<file path="config.mk">
export PLATFORM = sky130hd
export DESIGN_NAME = reorder_buffer
export DESIGN_NICKNAME = d
export VERILOG_FILES = /design/src/rtl/reorder_buffer_pkg.sv /design/src/rtl/reorder_buffer.sv
export SDC_FILE = /design/constraint.sdc
export NUM_CORES = 2
export LEC_CHECK = 0
export BUFFER_PORTS_ARGS = -buffer_cell sky130_fd_sc_hd__buf_2
export CORE_MARGIN = 2
export CORE_UTILIZATION = 50
export CTS_BUF_LIST = sky130_fd_sc_hd__clkbuf_8
export CTS_CLUSTER_DIAMETER = 120
export DETAILED_ROUTE_END_ITERATION = 16
export GPL_ROUTABILITY_DRIVEN = 0
export HOLD_SLACK_MARGIN = 0.06
export PLACE_DENSITY_LB_ADDON = 0.05
export SLEW_MARGIN = 10
export SYNTH_ARGS = -nofsm -noshare
export SYNTH_HDL_FRONTEND = slang
export SYNTH_SLANG_ARGS = --single-unit
</file>
<file path="constraint.sdc">
create_clock -name clk -period 8.7 [get_ports clk]
set_input_delay 2.61 -clock clk [delete_from_list [all_inputs] [get_ports clk]]
set_output_delay 2.61 -clock clk [all_outputs]
set_load 0.05 [all_outputs]
</file>
<file path="src/rtl/reorder_buffer_pkg.sv">
// rtl/reorder_buffer_pkg.sv - shared widths, entry layout and label helpers for the reorder buffer
package reorder_buffer_pkg;

  localparam int ROB_SIZE     = 8;
  localparam int ROB_ID_WIDTH = 3;
  localparam int LAB_WIDTH    = ROB_ID_WIDTH + 1;
  localparam int VAL_WIDTH    = 32;
  localparam int ADDR_WIDTH   = 32;

  typedef struct packed {
    logic                  busy;
    logic                  ready;
    logic [4:0]            rd;
    logic [VAL_WIDTH-1:0]  val;
    logic                  is_branch;
    logic                  pred_taken;
    logic                  act_jump;
    logic [ADDR_WIDTH-1:0] next_pc;
  } rob_entry_t;

  // Label 0 means "no dependency"; entry i is known outside as label i+1.
  function automatic logic lab_valid(input logic [LAB_WIDTH-1:0] lab);
    return (lab != '0) && (lab <= LAB_WIDTH'(ROB_SIZE));
  endfunction

  function automatic logic [ROB_ID_WIDTH-1:0] lab2idx(input logic [LAB_WIDTH-1:0] lab);
    logic [LAB_WIDTH-1:0] t;
    t = lab - LAB_WIDTH'(1);
    return t[ROB_ID_WIDTH-1:0];
  endfunction

endpackage

</file>
<file path="src/rtl/reorder_buffer.sv">
// rtl/reorder_buffer.sv - in-order retirement buffer with dual CDB writeback, operand forwarding and mispredict flush
module reorder_buffer
  import reorder_buffer_pkg::*;
(
  input  logic                  clk,
  input  logic                  rst_in,
  input  logic                  rdy_in,
  input  logic                  dec2rob_en,
  input  logic [4:0]            dec_rd,
  input  logic                  dec_is_branch,
  input  logic                  dec_pred_taken,
  output logic [LAB_WIDTH-1:0]  newTag,
  output logic                  isFull,
  input  logic [LAB_WIDTH-1:0]  query_lab1,
  input  logic [LAB_WIDTH-1:0]  query_lab2,
  output logic                  ready1,
  output logic                  ready2,
  output logic [VAL_WIDTH-1:0]  res1,
  output logic [VAL_WIDTH-1:0]  res2,
  input  logic                  rs_cdb_en,
  input  logic [LAB_WIDTH-1:0]  rs_cdb2lab,
  input  logic [VAL_WIDTH-1:0]  rs_cdb2val,
  input  logic                  rs_cdb_jump,
  input  logic [ADDR_WIDTH-1:0] rs_cdb_pc,
  input  logic                  lsb_cdb_en,
  input  logic [LAB_WIDTH-1:0]  lsb_cdb2lab,
  input  logic [VAL_WIDTH-1:0]  lsb_cdb2val,
  output logic                  commit_en,
  output logic [4:0]            commit_rd,
  output logic [VAL_WIDTH-1:0]  commit_val,
  output logic [LAB_WIDTH-1:0]  commit_lab,
  output logic                  flush,
  output logic [ADDR_WIDTH-1:0] flush_pc
);

  logic [ROB_ID_WIDTH-1:0] head, tail;
  logic [ROB_ID_WIDTH:0]   count;
  rob_entry_t              rob [ROB_SIZE];

  rob_entry_t head_e;
  logic       issue_fire, commit_fire, mispredict, rs_hit, lsb_hit;

  assign isFull = (count == (ROB_ID_WIDTH+1)'(ROB_SIZE));
  assign newTag = LAB_WIDTH'(tail) + LAB_WIDTH'(1);

  assign head_e      = rob[head];
  assign issue_fire  = dec2rob_en && !isFull && !flush;
  assign commit_fire = head_e.busy && head_e.ready;
  assign mispredict  = commit_fire && head_e.is_branch && (head_e.act_jump != head_e.pred_taken);
  assign rs_hit      = rs_cdb_en && lab_valid(rs_cdb2lab) && rob[lab2idx(rs_cdb2lab)].busy;
  assign lsb_hit     = lsb_cdb_en && lab_valid(lsb_cdb2lab) && rob[lab2idx(lsb_cdb2lab)].busy;

  // Result is {ready, value}; a stored value wins, then same-cycle rs CDB, then lsb CDB.
  function automatic logic [VAL_WIDTH:0] do_query(input logic [LAB_WIDTH-1:0] lab);
    rob_entry_t e;
    e = rob[lab2idx(lab)];
    if (!lab_valid(lab))                       return '0;
    if (e.busy && e.ready)                     return {1'b1, e.val};
    if (rs_cdb_en && (rs_cdb2lab == lab))      return {1'b1, rs_cdb2val};
    if (lsb_cdb_en && (lsb_cdb2lab == lab))    return {1'b1, lsb_cdb2val};
    return '0;
  endfunction

  always_comb begin
    {ready1, res1} = do_query(query_lab1);
    {ready2, res2} = do_query(query_lab2);
  end

  always_ff @(posedge clk or negedge rst_in) begin
    if (!rst_in) begin
      head       <= '0;
      tail       <= '0;
      count      <= '0;
      commit_en  <= 1'b0;
      commit_rd  <= '0;
      commit_val <= '0;
      commit_lab <= '0;
      flush      <= 1'b0;
      flush_pc   <= '0;
      for (int i = 0; i < ROB_SIZE; i++) rob[i] <= '0;
    end else if (!rdy_in) begin
      commit_en <= 1'b0;
      flush     <= 1'b0;
    end else begin
      commit_en <= commit_fire;
      flush     <= mispredict;
      if (commit_fire) begin
        commit_rd  <= head_e.rd;
        commit_val <= head_e.val;
        commit_lab <= LAB_WIDTH'(head) + LAB_WIDTH'(1);
      end
      if (mispredict) begin
        // Everything younger than the branch is wrong-path: drop it and this cycle's issue/writeback.
        flush_pc <= head_e.next_pc;
        head     <= '0;
        tail     <= '0;
        count    <= '0;
        for (int i = 0; i < ROB_SIZE; i++) begin
          rob[i].busy  <= 1'b0;
          rob[i].ready <= 1'b0;
        end
      end else begin
        if (rs_hit) begin
          rob[lab2idx(rs_cdb2lab)].ready    <= 1'b1;
          rob[lab2idx(rs_cdb2lab)].val      <= rs_cdb2val;
          rob[lab2idx(rs_cdb2lab)].act_jump <= rs_cdb_jump;
          rob[lab2idx(rs_cdb2lab)].next_pc  <= rs_cdb_pc;
        end
        if (lsb_hit) begin
          rob[lab2idx(lsb_cdb2lab)].ready <= 1'b1;
          rob[lab2idx(lsb_cdb2lab)].val   <= lsb_cdb2val;
        end
        if (issue_fire) begin
          rob[tail].busy       <= 1'b1;
          rob[tail].ready      <= 1'b0;
          rob[tail].rd         <= dec_rd;
          rob[tail].is_branch  <= dec_is_branch;
          rob[tail].pred_taken <= dec_pred_taken;
          rob[tail].act_jump   <= 1'b0;
          tail                 <= tail + ROB_ID_WIDTH'(1);
        end
        if (commit_fire) begin
          rob[head].busy  <= 1'b0;
          rob[head].ready <= 1'b0;
          head            <= head + ROB_ID_WIDTH'(1);
        end
        count <= count + (ROB_ID_WIDTH+1)'(issue_fire) - (ROB_ID_WIDTH+1)'(commit_fire);
      end
    end
  end

endmodule

</file>
## Word level (Yosys, flattened, before mapping)

Index checks and enable logic that the tools add are counted.

- Add/subtract/negate cells: 10
- Order comparisons: 14
- Eq/ne operators: 6
- Mux-type cells: 116
- Bitwise logic cells: 7
- Reduce and logical (&&, ||, !) cells: 36

Operator list:

| cell | number |
|---|---|
| 592-bit bitwise mux | 14 |
| 592-bit 2-to-1 mux | 10 |
| 74-bit demux with 3-bit select | 14 |
| 74-bit binary-select mux with 3-bit select | 5 |
| 74-bit 2-to-1 mux | 12 |
| 33-bit 2-to-1 mux | 18 |
| 73-bit 2-to-1 mux | 4 |
| 67-bit 2-to-1 mux | 2 |
| 72-bit 2-to-1 mux | 1 |
| 35-bit 2-to-1 mux | 1 |
| 34-bit 2-to-1 mux | 1 |
| 32-bit 2-to-1 mux | 1 |
| 4-bit greater-or-equal comparator (second input constant) | 6 |
| 3-bit inverter with 4-bit output | 6 |
| 1-bit logical AND | 23 |
| 1-bit 2-to-1 mux | 20 |
| 4-bit == test | 4 |
| 4-bit less-or-equal comparator (second input constant) | 4 |
| 4-bit by 1-bit < comparator with 1-bit output (second input constant) | 4 |
| 2-bit 2-to-1 mux | 8 |
| 4-bit nonzero test | 4 |
| 3-bit 2-to-1 mux | 4 |
| 3-bit by 1-bit subtractor with 3-bit output (second input constant) | 4 |
| 2-bit AND reduction | 5 |
| other kinds (10) | 14 |

- Register bits: 677
- Input port bits: 126
- Logic and storage cells: 262

## Longest topological paths before layout

- Depth after elaboration: 31
- Depth in mapped cells: 14
- Gate-level depth less buffers: 13

## Worst setup path after synthesis

Ideal clock, no wire load.

- Path type: input to output
- Start point: input port query_lab2[0]
- End point: output port res2[16]
- Arrival time: 6.026 ns
- Data required time: 6.090 ns
- Slack: 0.064 ns
- Stages: 9
- Buffers on the path: 4
- Cell sequence: clkbuf_1 > inv_1 > ha_1 > clkbuf_1 > clkbuf_1 > clkbuf_1 > mux4_2 > a211oi_1 > a211oi_1

- Word-level cells in the longest chain between the ends: 13
- Elaborated cells between the ends (all ways): 29
- Classes of those cells: 1 x add/sub; 1 x order compare; 2 x eq/ne; 19 x mux; 1 x bitwise; 5 x reduce/logical

RTL lines:

| item | RTL line | RTL |
|---|---|---|
| start, declared | reorder_buffer.sv:15 | `input logic [LAB_WIDTH-1:0] query_lab2,` |
| 3-bit by 1-bit subtractor with 3-bit output | reorder_buffer_pkg.sv:28 | `t = lab - LAB_WIDTH'(1);` |
| 3-bit inverter with 4-bit output (not written as such) | reorder_buffer.sv:56 | `e = rob[lab2idx(lab)];` |
| 74-bit binary-select mux with 3-bit select | reorder_buffer.sv:56 |  |
| 74-bit 2-to-1 mux (not written as such) (2 in series) | reorder_buffer.sv:56 |  |
| 1-bit logical AND | reorder_buffer.sv:58 | `if (e.busy && e.ready) return {1'b1, e.val};` |
| 33-bit 2-to-1 mux | reorder_buffer.sv:58 |  |
| 33-bit 2-to-1 mux | reorder_buffer.sv:59 | `if (rs_cdb_en && (rs_cdb2lab == lab)) return {1'b1, rs_cdb2val};` |
| 33-bit 2-to-1 mux | reorder_buffer.sv:60 | `if (lsb_cdb_en && (lsb_cdb2lab == lab)) return {1'b1, lsb_cdb2val};` |
| 33-bit 2-to-1 mux | reorder_buffer.sv:61 | `return '0;` |
| 33-bit 2-to-1 mux | reorder_buffer.sv:60 |  |
| 33-bit 2-to-1 mux | reorder_buffer.sv:59 |  |
| 33-bit 2-to-1 mux (*) | reorder_buffer.sv:58 |  |
| end, declared | reorder_buffer.sv:19 | `output logic [VAL_WIDTH-1:0] res2,` |

Mark *: on every way between the ends. The rest lies on a longest branch, timed or not. The select of a mux whose other input is x is not followed.

## Final worst setup path

Same ends and word-level chain as after synthesis.

==> key figures <==
Critical path
  • Max FO, Critical Path: 22
  • CP arrival: about 5.4 ns
  • Worst Reg-to-Reg Cells: 8
  • Setup crit end kind: primary output
  • Req. time, crit path: ~6.1 ns
  • Reg-to-Reg Start: head[1]$_DFFE_PN0P_
  • Startpoint class of the critical path: input pin
  • Critical path class: input pin to primary output
  • Minimum setup slack among reg-to-reg paths: about 3.8 ns

Clocking
  • CTS buffer count: between 100 and 150
  • Post-CTS Setup Bufs: 0
  • Clock latency on the worst-skew pair: around 0.76 ns
  • Clock-pin slew on the worst setup and hold paths: 0.06 ns
  • CTS resizes: 0
  • H-tree levels: 3
  • CTS sink count: 677
  • Clock buffer depth: 3
  • TritonCTS clock tree: done
  • Root buf cell: clkbuf_8
  • Hold buffer count at cts: 0

Die
  • Starting density of the core: 50.50%
  • Num ports: 272
  • Row count: 99
  • Chip width: between 200 and 300 µm
  • DIE AREA: roughly 76000 µm²
  • Chip height: 275.5 µm
  • Core ar.: between 70000 and 80000 µm²

Global route
  • Largest net degree at the start of global routing: 227
  • Busiest grt layer: met2
  • Initial antenna violation count: 17
  • First-pass GRT wire length: 204600 µm
  • M3 GR Usage: between 10% and 20%
  • GR Overflow Total: 0
  • Met1 Resource Use GR: 45.97%
  • GR Util met2: between 50 and 60%
  • Vias in the first global route: between 30000 and 40000
  • Tot GR Track Use: a little over a third

Place
  • HPWL after DPL: around 78000 µm
  • Place WS: ~0.76 ns
  • IO buf count: 271

Routing
  • Routed WL per cell: ~33 µm
  • Post-DR vias/cell: around 7.2
  • Pre-antenna DRT Iters: 6
  • Final wirelength: 137600 µm
  • Starting DRC count in detailed routing: around 4000
  • Via Count: just over 30000
  • Detailed-route DRC error count: 0
  • Final antenna-violating net count: 0

Synthesis
  • Flops & latches, synth: a little under 700
  • Mapped cell area: about 37000 µm²
  • Syn nets: 3200
  • Synth area leaders: dfrtp_1 (46%), mux2_2 (8.9%), mux4_2 (8.3%)
  • Yosys warns: 0
  • Seq/Total Area, Yosys: 45.98%
  • Number of synthesized flops with an enable pin: 0
  • Mean area per synthesized cell: ~12 µm²
  • Post-synth top area share: 45.98%
  • Synth cell types: 67
  • Cells after synthesis: approximately 3000
  • Ys async rst share: 100.0%
  • Top FF cell, synth: dfrtp_1
  • Cell taking the most area after synthesis: dfrtp_1

STA
  • Worst Skew: 0.01871 ns
  • Fin crit period: 7.985 ns
  • Rel. slew slack: -12.87%
  • WHS: approximately 0.47 ns
  • Pins Over Slew Limit: 112
  • Crit share post-route: about nine tenths
  • RSZ-0062 raised after global routing: no
  • PnR worst setup slack: approximately 0.72 ns
  • Worst-Margin Slew: around 1.7 ns
  • Setup TNS: 0 ns
  • # setup viols final: 0
  • Final Hold Fails: 0
  • Max Clk Rate: 0.1252 GHz

Power
  • Pleak: 0.01836 µW
  • Internal: 7749 µW
  • Gate power share: between 30% and 40%
  • Seq pwr share: around 40%
  • Net Sw Frac: roughly two fifths
  • VDD IR max: between 0.2 and 0.25 mV
  • PD cells: about 310 nW/µm²
  • Clk pwr share: 23.7%
  • Sw Pwr: ~5100 µW

Final layout
  • Layout Utilization: roughly 57%
  • Commonest cells after routing, fill and taps aside: dfrtp_1 (676), a22oi_1 (377), mux2_2 (290)
  • NumNets Final: 3311
  • Area grow syn2layout: 12.27%
  • Layout cells sized above 1: a little under a third
  • Most common cell after layout, fill and taps aside: dfrtp_1

Outcome
  • Failing checks: slew limit
  • Status: complete, but fails checks

Min path
  • HP Class: flop to flop
  • Min-Delay Path Depth: 1
  • Worst Hold Path EP: commit_val[22]$_DFFE_PN0P_
  • HP Start: commit_val[22]$_DFFE_PN0P_

Flow run
  • Max Cap Viol: 0
cell usage after synthesis (4+ instances only):
cell and n:
a211oi_1 97, a21o_1 37, a21oi_1 12, a221oi_1 52
a22o_1 114, a22oi_1 377, a31oi_1 37, and2_1 44
and3_1 42, buf_1 93, buf_2 54, buf_4 17
buf_6 4, clkbuf_1 188, dfrtp_1 677, ha_1 13
inv_1 22, mux2_1 62, mux2_2 290, mux2i_1 74
mux4_2 135, nand2_1 117, nand2_2 7, nand2b_1 11
nand3_1 28, nand4_1 14, nor2_1 25, nor2_2 5
nor2b_1 15, nor3_1 12, nor4_1 4, o211a_1 8
o211ai_1 10, o21a_1 14, o21ai_0 30, o221a_2 5
o2bb2ai_1 227, o31ai_1 4, xnor2_1 15, xor2_1 18
how the worst max path moves through the flow:
| stage | from | slack, ns | cells after the start | to |
|---|---|---|---|---|
| finish | query_lab2[0] | 0.72 | 10 | res2[16] |
| CTS | query_lab2[0] | 0.76 | 10 | res2[16] |
| floorplan | query_lab2[0] | 0.06 | 9 | res2[16] |
| detailed placement | query_lab2[0] | 0.76 | 10 | res2[16] |
| global placement | query_lab1[0] | 0.78 | 9 | res1[21] |
| global route | query_lab2[0] | 0.65 | 10 | res2[16] |
cell families (layout without fill, tap and decap cells):
group                      after synthesis  after routing  synth area share (%)
AOI/OAI and AO/OA                     1052           1052                 22.58
DFF                                    677            677                 45.98
muxes                                  561            561                 21.02
buffers and inverters                  381            590                 4.319
and+or+nand+nor                        342            342                 4.818
xor gates and xnor gates                33             33                0.7844
adders and majority gates               14             14                0.4958
other                                    0              5                     0
critical path, cell delays in order:
cell and delay [ns]:
buf_4 0.13, inv_1 0.21, ha_4 0.22, xnor2_2 0.16
mux4_2 0.33, mux2_2 0.40, a31o_2 0.40, buf_4 0.31
a211oi_1 0.25, buf_2 0.32
power by group through the flow:
| stage | combinational (µW) | sequential, µW | clock (µW) |
|---|---|---|---|
| floorplan | 3010 | 5130 | 0 |
| global placement | 4490 | 5080 | 0 |
| detailed placement | 4580 | 5150 | 0 |
| CTS | 4590 | 5110 | 3100 |
| global route | 4900 | 5270 | 3250 |
| finish | 4640 | 5170 | 3050 |
through the flow:
stage / cell area [µm²] / std cells / power, µW
2_1_floorplan: 36850 / 3060 / 8144
3_3_place_gp: 38840 / 4011 / 9572
3_5_place_dp: 38840 / 4011 / 9734
4_1_cts: 41350 / 4228 / 12790
5_1_grt: 41360 / 4232 / 13430
6_report: 41370 / 4233 / 12860
layout make-up:
| cell class | count | area (µm²) |
|---|---|---|
| Fill cell | 6180 | 31590 |
| Inverter | 25 | 93.84 |
| Antenna cell | 5 | 12.51 |
| Sequential cell | 677 | 16940 |
| Timing Repair Buffer | 348 | 2074 |
| Multi-Input combinational cell | 2002 | 18530 |
| Tap cell | 959 | 1200 |
| Clock buffer | 161 | 2216 |
| Clock inverter | 56 | 300.3 |
per-layer routing:
metal / share of wire [%] / wire, µm
met5: 0.11 / 156
met4: 5.2 / 7113
met3: 10 / 14140
met2: 46 / 63860
met1: 38 / 52360
Note: power is estimated with default switching activity, not from simulation.
